[config.mk]
export PLATFORM = sky130hd
export DESIGN_NAME = seg7_scan_driver
export DESIGN_NICKNAME = d
export VERILOG_FILES = /design/src/rtl/seg7_scan_driver.sv
export SDC_FILE = /design/constraint.sdc
export NUM_CORES = 1
export LEC_CHECK = 0
export BUFFER_PORTS_ARGS = -buffer_cell sky130_fd_sc_hd__buf_4
export CORE_MARGIN = 2
export CORE_UTILIZATION = 32
export DETAILED_ROUTE_END_ITERATION = 10
export GPL_TIMING_DRIVEN = 0
export SETUP_SLACK_MARGIN = 0.5
export SLEW_MARGIN = 20
export SYNTH_ARGS = -nofsm -noshare
export SYNTH_HDL_FRONTEND = slang
export SYNTH_SLANG_ARGS = --single-unit
[constraint.sdc]
create_clock -name clock -period 3.55 [get_ports clock]
set_clock_uncertainty 0.2 [all_clocks]
set_input_delay 0.71 -clock clock [delete_from_list [all_inputs] [get_ports clock]]
set_output_delay 0.71 -clock clock [all_outputs]
set_load 0.1 [all_outputs]
[src/rtl/seg7_scan_driver.sv]
// seg7_scan_driver: 4-digit multiplexed seven-segment driver.
// Scan advances on synchronised rising edges of div_clock.
module seg7_scan_driver #(
  parameter int unsigned LEADING_ZERO_BLANK = 0
) (
  input  logic        clock,
  input  logic        reset,
  input  logic        div_clock,
  input  logic        enable,
  input  logic [15:0] value,
  input  logic [3:0]  dp,
  output logic [3:0]  anode,
  output logic [6:0]  seg,
  output logic        dp_n
);

  logic       s1_q, s1_d;
  logic       s2_q, s2_d;
  logic       prev_q, prev_d;
  logic [1:0] idx_q, idx_d;
  logic [3:0] anode_q, anode_d;
  logic [6:0] seg_q, seg_d;
  logic       dp_n_q, dp_n_d;

  logic       tick;
  logic [1:0] nxt;
  logic [3:0] nib;
  logic       hi_zero;
  logic       blank_dig;

  function automatic logic [6:0] glyph(input logic [3:0] n);
    logic [6:0] g;
    case (n)
      4'h0: g = 7'b1000000;
      4'h1: g = 7'b1111001;
      4'h2: g = 7'b0100100;
      4'h3: g = 7'b0110000;
      4'h4: g = 7'b0011001;
      4'h5: g = 7'b0010010;
      4'h6: g = 7'b0000010;
      4'h7: g = 7'b1111000;
      4'h8: g = 7'b0000000;
      4'h9: g = 7'b0010000;
      4'hA: g = 7'b0001000;
      4'hB: g = 7'b0000011;
      4'hC: g = 7'b1000110;
      4'hD: g = 7'b0100001;
      4'hE: g = 7'b0000110;
      default: g = 7'b0001110;
    endcase
    return g;
  endfunction

  // Digit selection: next index, its nibble and blanking status
  always_comb begin
    nxt = idx_q + 2'd1;
    nib = value[{nxt, 2'b00} +: 4];
    hi_zero = 1'b0;
    case (nxt)
      2'd1:    hi_zero = (value[15:4] == 12'h000);
      2'd2:    hi_zero = (value[15:8] == 8'h00);
      2'd3:    hi_zero = (value[15:12] == 4'h0);
      default: hi_zero = 1'b0;
    endcase
    blank_dig = (LEADING_ZERO_BLANK != 0) && hi_zero;
  end

  // Next-state: synchroniser, edge detect, scan index and outputs
  always_comb begin
    s1_d    = div_clock;
    s2_d    = s1_q;
    prev_d  = s2_q;
    tick    = s2_q & ~prev_q;
    idx_d   = idx_q;
    anode_d = anode_q;
    seg_d   = seg_q;
    dp_n_d  = dp_n_q;
    if (!enable) begin
      anode_d = 4'b1111;
      seg_d   = 7'b1111111;
      dp_n_d  = 1'b1;
    end else if (tick) begin
      idx_d = nxt;
      if (blank_dig) begin
        anode_d = 4'b1111;
        seg_d   = 7'b1111111;
        dp_n_d  = 1'b1;
      end else begin
        anode_d = ~(4'b0001 << nxt);
        seg_d   = glyph(nib);
        dp_n_d  = ~dp[nxt];
      end
    end
  end

  // State registers with synchronous active-low reset
  always_ff @(posedge clock) begin
    if (!reset) begin
      s1_q    <= 1'b0;
      s2_q    <= 1'b0;
      prev_q  <= 1'b0;
      idx_q   <= 2'd3;
      anode_q <= 4'b1111;
      seg_q   <= 7'b1111111;
      dp_n_q  <= 1'b1;
    end else begin
      s1_q    <= s1_d;
      s2_q    <= s2_d;
      prev_q  <= prev_d;
      idx_q   <= idx_d;
      anode_q <= anode_d;
      seg_q   <= seg_d;
      dp_n_q  <= dp_n_d;
    end
  end

  assign anode = anode_q;
  assign seg   = seg_q;
  assign dp_n  = dp_n_q;

endmodule

==> results.cfg <==
[status]
outcome = completed

[global_routing]
grtUsageTotal = 0.137
antenna_found_initial = 0
grt_pass1_vias = 827
grt_max_degree = 11
grt_overflow = 0
grt_first_pass_wirelength_um = 3770

[worst_setup_path]
crit_slowest_cell = mux4_2
path_cells = buf_6 > inv_1 > ha_1 > mux4_1 > inv_1 > ha_1 > inv_1 > mux4_2 > o21ai_1
worstSetupStartpoint = idx_q[0]$_SDFFE_PN1P_
cp.arrival_ns = 2.88
start_kind = register
criticalPathCategory = reg2reg
critical-path-max-stage-delay_ns = 0.46
crit_family = multiplexers
worstReg2RegStart = idx_q[0]$_SDFFE_PN1P_
crit_buf_inv = 4
crit_required_ns = 3.57
r2r_slack_ns = 0.70
regToRegEndpoint = seg[3]$_SDFFE_PN1P_
cp_num_cells = 9
cp_max_fo = 6
reg2regPathDepth = 9
crit_path_end_kind = register
crit_path_frequent_cell = inv_1
crit_end = seg[3]$_SDFFE_PN1P_

[yosys]
yosysWarnings = 0
synth_most_common_cell = dfxtp_1
synth.area.top_cells = dfxtp_1, ha_1, mux4_1
syn_area_um2 = 1030
ys_types = 30
synthFlopType = dfxtp_1
yosys.area.top_type = dfxtp_1
synth_nets = 136
ys_seq_area_frac = 0.331
synth_edf_count = 0
netlist.area_leader.share = 0.331
syn_avg_cell_area_um2 = 10.1
synth_common_cells = dfxtp_1, ha_1, inv_1, nand2_1, a21oi_1
ys_ff_latch = 17
synth-async-reset-ratio = 0
synthCells = 102

[placement]
io_buffer_count = 35
finalWeightedCongestion = 0.754
dpl.hpwl_um = 1890

[cells_and_area]
nets = 176
diodes = 0
drive_above_1_share = 0.362
fillers = 321
area_growth_pct = 33.5

[flow_run]
maxCapViolations = 0

[sta]
fmax_mhz = 351
whs_ns = 0.250
setup_violations = 0
finalMaxSlewViolations = 0
hold_viol_final = 0
rsz0062_at_grt = false
period_share = 0.803
min_period_ns = 2.85
worstMarginPinSlew_ns = 0.488
relSlewSlack = 0.674
fin_setup_tns_ns = 0

[floorplan]
core_um2 = 3050
ios = 36
fp.dieW_um = 60.7
dieArea_um2 = 3680
start_util = 0.337
row_count = 20
die_y_um = 60.7

[clocking]
post_cts_resized = 0
path_clk_slew_ns = 0.10
cts_made_buffers = 3
post_cts_buffers = 0
clk_path_buf_depth = 2
cts_root_buf = clkbuf_4
htree_num_levels = 1
cts.hold.buffers_added = 0
cts_tree = built
clock_latency_ns = 0.28
cts.sinks = 17

[drt]
ant_nets = 0
vias = 860
wl_per_cell_um = 12.7
wirelength_um = 2350
firstDrtPassIters = 4
drt_first_iter_violations = 26
drc = 0
vias_per_cell = 4.65

[power]
power.leakage_nw = 0.641
vdd_drop_max_mv = 0.0913
power_density_nw_per_um2 = 319

[min_path]
min-delay-start = s1_q$_SDFF_PN0_
timing.hold.worst.class = reg2reg
==> cell type report <==
cell class,instances,area (um2),share of cell area
Timing Repair Buffer,35,263,0.191
Sequential cell,17,340,0.248
Buffer,6,38.8,0.0283
Clock buffer,4,26.3,0.0191
Multi-Input combinational cell,70,616,0.448
Tap cell,44,55.1,0.0401
Inverter,9,33.8,0.0246
==> through the flow <==
stage / instances / utilization / cell area [um2] / total power [mW] / setup slack [ns]
4_1_cts: 185 / 0.450 / 1370 / 0.441 / 0.700
5_1_grt: 185 / 0.450 / 1370 / 0.462 / 0.519
2_1_floorplan: 102 / - / 1030 / 0.300 / 1.04
3_3_place_gp: 181 / 0.441 / 1350 / 0.337 / 0.796
6_report: 185 / 0.450 / 1370 / 0.438 / 0.700
3_5_place_dp: 181 / 0.441 / 1350 / 0.341 / 0.719
==> sequential cells by signal (all words and copies together), names as in the netlist <==
name	count
seg	7
prev_d	1
s1_q	1
idx_q	2
anode	4
prev_q	1
dp_n	1
==> cells by family (layout without fill, tap and decap cells) <==
group	Yosys count	in the layout	synth area share
fa+ha+maj	10	10	0.122
compound gates	24	24	0.157
simple gates	24	24	0.114
flops	17	17	0.331
xor+xnor	2	2	0.0170
mux	10	10	0.189
buf+inv	15	54	0.0706
==> worst min-delay path by stage <==
stage                                    to  cells past startpoint
after floorplan           prev_d$_SDFF_PN0_                      1
after global placement    prev_d$_SDFF_PN0_                      1
after detailed placement  prev_d$_SDFF_PN0_                      1
after CTS                 prev_d$_SDFF_PN0_                      1
after global routing      prev_d$_SDFF_PN0_                      1
final                     prev_d$_SDFF_PN0_                      1
==> per-layer routing <==
metal  GRT usage  part of all wire  vias up
met5           0                 0        -
met4      0.0373                 0        0
met3      0.0235             0.035        0
met2       0.230              0.50       17
met1       0.181              0.47      399
li1            -                 -      444
==> report_power, final <==
group,switching [mW],total (mW),internal [mW]
clock network,0.0583,0.102,0.0436
registers,0.00305,0.199,0.196
logic,0.0749,0.138,0.0627
==> layout by cell type, fill, tap and decap left out, drive strengths merged <==
cell    synthesis  final
nand3           2      2
a311oi          1      1
clkbuf          3      7
nand2           9      9
mux2            3      3
mux2i           1      1
and2            4      4
o211ai          5      5
buf             3     38
nor2            3      3
nor2b           2      2
ha             10     10
mux4            6      6
a221oi          1      1
dfxtp          17     17
and2b           1      1
nand2b          1      1
a22oi           2      2
nor3            2      2
o21ai           7      7
xnor2           2      2
a31o            1      1
inv             9      9
a21oi           6      6
a31oi           1      1
No activity file was read; power rests on OpenSTA's default activity.
